--- config.mk ---
export PLATFORM = sky130hd
export DESIGN_NAME = regfile_2r1w_param
export DESIGN_NICKNAME = d
export VERILOG_FILES = /design/src/rtl/regfile_2r1w_param.sv
export SDC_FILE = /design/constraint.sdc
export NUM_CORES = 1
export LEC_CHECK = 0
export ABC_AREA = 0
export CORE_ASPECT_RATIO = 1.4
export CORE_MARGIN = 1
export CORE_UTILIZATION = 35
export CTS_CLUSTER_SIZE = 16
export DETAILED_ROUTE_END_ITERATION = 10
export DONT_BUFFER_PORTS = 1
export PLACE_DENSITY_LB_ADDON = 0.08
export SYNTH_ARGS = -nofsm -noshare
export SYNTH_HDL_FRONTEND = slang
export SYNTH_SLANG_ARGS = --single-unit
export TNS_END_PERCENT = 100
--- constraint.sdc ---
create_clock -name clock -period 1.9 [get_ports clock]
set_input_delay 0.19 -clock clock [delete_from_list [all_inputs] [get_ports clock]]
set_output_delay 0.19 -clock clock [all_outputs]
set_load 0.01 [all_outputs]
--- src/rtl/regfile_2r1w_param.sv ---
// Parameterised register file with two registered read ports and one write port.
// A clear sweep writes RESET_VALUE to every register, one register per cycle.
//
// Ports:
//   clock              rising-edge clock
//   reset              synchronous active-high reset
//   wr_regnum/wr_data  write register number and data
//   write_enable       write request (ignored while busy or when out of range)
//   rd0_regnum/rd1_regnum  read register numbers
//   rd0_data/rd1_data  registered read data, write-first bypass
//   clear_req          starts a clear sweep (ignored while busy)
//   busy               high while the sweep runs
//   clear_done         one-cycle pulse after the final sweep write
//
// Optional feature: define REGFILE_R0_ZERO_EN to hard-wire register 0 to read 0.
module regfile_2r1w_param #(
  parameter int unsigned       WIDTH       = 16,
  parameter int unsigned       DEPTH       = 16,
  parameter int unsigned       ADDR_W      = 4,
  parameter logic [WIDTH-1:0]  RESET_VALUE = '0
) (
  input  logic              clock,
  input  logic              reset,
  input  logic [ADDR_W-1:0] wr_regnum,
  input  logic [WIDTH-1:0]  wr_data,
  input  logic              write_enable,
  input  logic [ADDR_W-1:0] rd0_regnum,
  input  logic [ADDR_W-1:0] rd1_regnum,
  output logic [WIDTH-1:0]  rd0_data,
  output logic [WIDTH-1:0]  rd1_data,
  input  logic              clear_req,
  output logic              busy,
  output logic              clear_done
);

  typedef enum logic [0:0] {StIdle, StClear} state_e;

  localparam logic [ADDR_W-1:0] LastIdx = ADDR_W'(DEPTH - 1);

`ifdef REGFILE_R0_ZERO_EN
  localparam bit R0Zero = 1'b1;
`else
  localparam bit R0Zero = 1'b0;
`endif

  logic [WIDTH-1:0]  mem_q [DEPTH];
  state_e            state_q, state_d;
  logic [ADDR_W-1:0] cnt_q, cnt_d;
  logic              done_q, done_d;
  logic [WIDTH-1:0]  rd0_q, rd0_d, rd1_q, rd1_d;

  // Single internal write port shared by user writes and the sweep.
  logic              wen;
  logic [ADDR_W-1:0] waddr;
  logic [WIDTH-1:0]  wdata;

  function automatic logic in_range(input logic [ADDR_W-1:0] n);
    return 32'(n) < DEPTH;
  endfunction

  function automatic logic is_r0(input logic [ADDR_W-1:0] n);
    return R0Zero && (n == '0);
  endfunction

  // Write-first read: a same-edge write (user or sweep) wins over stored data.
  function automatic logic [WIDTH-1:0] rd_next(input logic [ADDR_W-1:0] n,
                                               input logic wen_f,
                                               input logic [ADDR_W-1:0] waddr_f,
                                               input logic [WIDTH-1:0] wdata_f);
    if (!in_range(n) || is_r0(n)) begin
      return '0;
    end else if (wen_f && (waddr_f == n)) begin
      return wdata_f;
    end else begin
      return mem_q[n];
    end
  endfunction

  always_comb begin
    state_d = state_q;
    cnt_d   = cnt_q;
    done_d  = 1'b0;
    wen     = 1'b0;
    waddr   = wr_regnum;
    wdata   = wr_data;
    unique case (state_q)
      StIdle: begin
        if (write_enable && in_range(wr_regnum) && !is_r0(wr_regnum)) begin
          wen = 1'b1;
        end
        // A coincident write completes now; the sweep starts on the next edge.
        if (clear_req) begin
          state_d = StClear;
          cnt_d   = '0;
        end
      end
      StClear: begin
        wen   = 1'b1;
        waddr = cnt_q;
        wdata = RESET_VALUE;
        cnt_d = cnt_q + ADDR_W'(1);
        if (cnt_q == LastIdx) begin
          state_d = StIdle;
          cnt_d   = '0;
          done_d  = 1'b1;
        end
      end
      default: state_d = StIdle;
    endcase
    rd0_d = rd_next(rd0_regnum, wen, waddr, wdata);
    rd1_d = rd_next(rd1_regnum, wen, waddr, wdata);
  end

  always_ff @(posedge clock) begin
    if (reset) begin
      for (int i = 0; i < int'(DEPTH); i++) begin
        mem_q[i] <= RESET_VALUE;
      end
      state_q <= StIdle;
      cnt_q   <= '0;
      done_q  <= 1'b0;
      rd0_q   <= '0;
      rd1_q   <= '0;
    end else begin
      if (wen) begin
        mem_q[waddr] <= wdata;
      end
      state_q <= state_d;
      cnt_q   <= cnt_d;
      done_q  <= done_d;
      rd0_q   <= rd0_d;
      rd1_q   <= rd1_d;
    end
  end

  assign rd0_data   = rd0_q;
  assign rd1_data   = rd1_q;
  assign busy       = (state_q == StClear);
  assign clear_done = done_q;

endmodule

# Word level (Yosys, flattened, before mapping)
# Memory sizes are Yosys's and may differ from the RTL's. A register that Yosys moved wholly into a read port is not among the register bits.
# Cells that the tools add are included.
# classes
n_eq_ne	2
addsub	1
n_bitwise	1
reduce_logical	2
muxes	19
# ops
op	count
16-bit two-way mux	2
4-bit two-way mux	4
16-bit OR reduction	1
1-bit two-way mux	10
4-bit one-hot mux with 2 select lines	1
4-bit by 1-bit adder with 4-bit output, second input constant	1
4-bit == test, second input constant	1
1-bit one-hot mux with 2 select lines	2
2-bit inequality test, second input constant	1
2-bit OR reduction	1
1-bit inverter	1
# totals
mem_count	1
reg_bits	6
elab_cells	29
mem_bits_rw	256
input_bits	32
out_inout_bits	34
# memory_table
memory	words	word_bits	rd	rd_clocked_by_memory_dff	wr	line_no	source
mem_q	16	16	2	2	16	46	logic [WIDTH-1:0] mem_q [DEPTH];

# Depth between registers and ports, before layout
# Gate-level depths: netlist of run 1.
# logic_depth
ltp_word	7
mapped_depth	9
depth_no_buf	6

# Worst setup path after synthesis of run 1
# No wires, ideal clock.
# synth_path
path_type	reg2reg
start	register state_q (netlist: busy)
end	memory mem_q[3][0] (enable)
path_stages_with_launch	8
path_slack_ns	-0.267
setup_ns	0.375
period_less_slack_ns	2.167
arrival_time_ns	1.792
path_buffers	3
t_required_ns	1.525
path_cell_list	dfxtp_1 > buf_6 > buf_2 > clkbuf_1 > nand3_1 > o21ai_1 > nand2_1 > nand2b_1
# synth_rtl
element	line_no	source
start, declared	47	state_e state_q, state_d;
start signal, assigned	119	state_q <= StIdle;
start signal, assigned	128	state_q <= state_d;
end, declared	46	

# Final worst setup path of run 1
# layout_path
start	register cnt_q[0]
end	register cnt_q[2]
# layout_via
elab_chain_cells	3
word_cells_on_any_way	4
cone_classes	add/sub (1); eq/ne (1); mux (2)
# layout_rtl
element	line_no	source
start, declared	48	logic [ADDR_W-1:0] cnt_q, cnt_d;
start signal, assigned	129	cnt_q <= cnt_d;
4-bit by 1-bit adder with 4-bit output or 4-bit == test (tied branches)	101, 102	
4-bit two-way mux *	102	if (cnt_q == LastIdx) begin
4-bit one-hot mux with 2 select lines *	86	unique case (state_q)
# Every way passes the cells marked *; elsewhere a longest branch is shown, timed or not.
# A chain may end at the register's enable or synchronous reset.

==> impl_metrics.json, run 1 <==
{
  "crit_type": "reg -> reg",
  "dpl-instance-area_mm2": 0.01561,
  "drt_iter0_drc": 630,
  "netlist_area_mm2": 0.01450,
  "avgSynthCellArea_um2": 13.72,
  "numCtsBuffers": 30,
  "ir_drop_mv": 0.6039,
  "synth-seq-cells": 294,
  "startpoint": "cnt_q[0]",
  "final_common_cell": "nor2_1",
  "synth_edf_count": 256,
  "hp-start": "reset",
  "period_share_pct": 96.07,
  "synth_ff_type": "edfxtp_1",
  "fin_nets": 1097,
  "yosysWarnings": 0,
  "stdcell_count": 1622,
  "synth_nets": 1090,
  "yosys.cell_types.count": 42,
  "diodes": 0,
  "die_w_um": 174.0,
  "status": "completed",
  "post-route-util_pct": 41.51,
  "rows": 87,
  "route.vias.total": 8960,
  "cp_max_fo": 6,
  "cp-end-kind": "flop",
  "fmax_mhz": 547.9,
  "start_kind": "flop",
  "cpPeakStageDelay_ns": 0.55,
  "cp.required_ns": 2.37,
  "synthAdderAreaFrac_pct": 0.08628,
  "first_pass_iters": 4,
  "power.total_mw": 15.27,
  "slew_headroom_pct": 41.38,
  "drive_above_1_share_pct": 26.47,
  "synth_xor_xnor_area_share_pct": 0.4832,
  "antenna_found_initial": 0,
  "grt_max_degree": 67,
  "first_global_vias": 9295,
  "synth_cells": 1057,
  "power.density_mw_per_mm2": 905.8,
  "synthArstFlopShare_pct": 0,
  "drc_errors": 0,
  "slowest_stage": "dlygate4sd3_1",
  "fp.dieH_um": 242.8,
  "mostFrequentLayoutCells": "nor2_1, edfxtp_1, mux4_2, buf_4, dfxtp_1",
  "drt-total-wl_um": 44250,
  "ios": 66,
  "synth_largest_area_cell": "edfxtp_1",
  "worstMarginPinSlew_ns": 0.8794,
  "max-clock-path-buffers": 3,
  "synth_top_family_by_area": "multiplexers",
  "ys_seq_area_share_pct": 58.26,
  "critPathArrivalTime_ns": 2.30,
  "period_minus_slack_ns": 1.825,
  "min_path_type": "in -> reg",
  "finalHoldViolations": 0,
  "root_buffer": "clkbuf_16",
  "finalMaxSlewViolations": 0,
  "htreeDepth": 1,
  "clock-sinks": 294,
  "fin_area_mm2": 0.01685,
  "die_area_mm2": 0.04226,
  "drtAntennaViolNets": 0,
  "synth_simple_gate_area_share_pct": 11.51,
  "r2r_start": "cnt_q[0]",
  "core_mm2": 0.04060,
  "io_buffers": 0,
  "path_clk_slew_ns": 0.06,
  "skew_ns": 0.01166,
  "dp_hpwl_um": 28760,
  "gp_congestion": 0.7677,
  "power.leakage_nw": 5.977,
  "synthMuxAreaShare_pct": 20.27,
  "final-setup-viol-count": 0,
  "grt_pass1_wl_um": 64900,
  "nFillCells": 3721,
  "tritoncts": "yes",
  "max_cap_violations": 0,
  "path_cells": "buf_4 -> ha_1 -> nor2b_1 -> o21ai_0 -> a21oi_1 -> dlygate4sd3_1",
  "synth_top_area_share_pct": 53.01,
  "insertion_delay_ns": 0.59,
  "synth_area_leaders": "edfxtp_1, mux4_2, nor2_1",
  "grt_usage_pct": 21.38,
  "area_growth_syn_to_layout_pct": 16.22,
  "place_inst": 1552,
  "via_per_inst": 5.524,
  "rsz0062_at_grt": "yes",
  "synth-compound-area-share_pct": 5.962,
  "drt-wirelength-per-cell_um": 27.28,
  "overflow": 0,
  "initial_core_util_pct": 35.72
}
report_power, final:
part	switching, mW	internal, mW
registers	0.183	7.31
logic	0.828	0.797
clock network	2.57	3.58
Yosys cell counts (all sizes together), types with 2 or more instances:
cell / instances
a21o: 16
a21oi: 6
a22o: 33
a22oi: 32
and2: 4
buf: 58
clkbuf: 51
dfxtp: 38
edfxtp: 256
inv: 4
mux2i: 4
mux4: 128
nand2: 36
nand2b: 34
nand3: 2
nand3b: 3
nor2: 283
nor2b: 8
nor3: 16
nor3b: 5
o21ai: 5
o22ai: 16
xnor2: 5
xor2: 3
critical path, delay by kind of cell, from the launching register on:
kind,cells,cell delay [ns]
buffers and inverters,2,0.74
flip-flops,1,0.48
AO/OA/AOI/OAI,2,0.22
adder cells (fa/ha/maj),1,0.20
AND/OR/NAND/NOR,1,0.06
path summary, 6_finish.rpt:
kind,to,slack [ns],cells past startpoint
worst max-delay path,cnt_q[2],0.07,6
worst min-delay path,mem_q[2][15],0.03,2
worst max register to register,cnt_q[2],0.07,6
worst min register to register,cnt_q[3],0.78,3
sequential cells by signal, indices dropped and copies added (netlist names):
name	flops
rd0_data	16
cnt_q	4
clear_done	1
mem_q	256
busy	1
rd1_data	16
stage by stage:
step                setup slack, ns  hold WS (ns)  setup TNS, ns
floorplan                  -0.04629        0.4064         -4.100
global placement           0.006856        0.2645              0
detailed placement         0.001544        0.2685              0
CTS                         0.01338       0.01158              0
global route              -0.005120       0.02411       -0.02702
finish                      0.07476       0.02517              0
cell type report:
| cell class | count | area (um2) | share of cell area (%) |
|---|---|---|---|
| multi-input combinational | 650 | 5690 | 33.76 |
| inverter | 4 | 15.01 | 0.08909 |
| clock inverter | 13 | 140.1 | 0.8315 |
| sequential | 294 | 8452 | 50.15 |
| timing repair buffer | 84 | 1017 | 6.036 |
| clock buffer | 43 | 870.8 | 5.167 |
| tap | 534 | 668.1 | 3.964 |
cells by family after synthesis:
group	Yosys count
and+or+nand+nor	395
DFF	294
muxes	132
AOI/OAI and AO/OA	114
buffers and inverters	113
xor gates and xnor gates	8
adders and majority gates	1
timing repair:
action	4_1_cts	5_1_grt
hold endpoints to repair	56	1
pin swaps	0	1
hold buffers	4	1
buffers inserted	6	3
resized for setup	1	14
setup endpoints to repair	46	444
metal layers:
layer / track usage, % / up-vias / wire length [um]
met3: 2.318 / 70 / 1647
li1: - / 3998 / -
met2: 38.19 / 183 / 23240
met1: 26.79 / 4709 / 17980
met4: 7.172 / 0 / 1390
met5: 0 / - / 0
No activity file was read; power rests on OpenSTA's default activity.
==> run 2: changes to the inputs <==
--- a/config.mk
+++ b/config.mk
@@ -6,6 +6,7 @@
 export NUM_CORES = 1
 export LEC_CHECK = 0
 export ABC_AREA = 0
+export CAP_MARGIN = 20
 export CORE_ASPECT_RATIO = 1.4
 export CORE_MARGIN = 1
 export CORE_UTILIZATION = 35
==> results of run 2 <==
No change in the layout: final DEF, timing and power equal those of run 1.
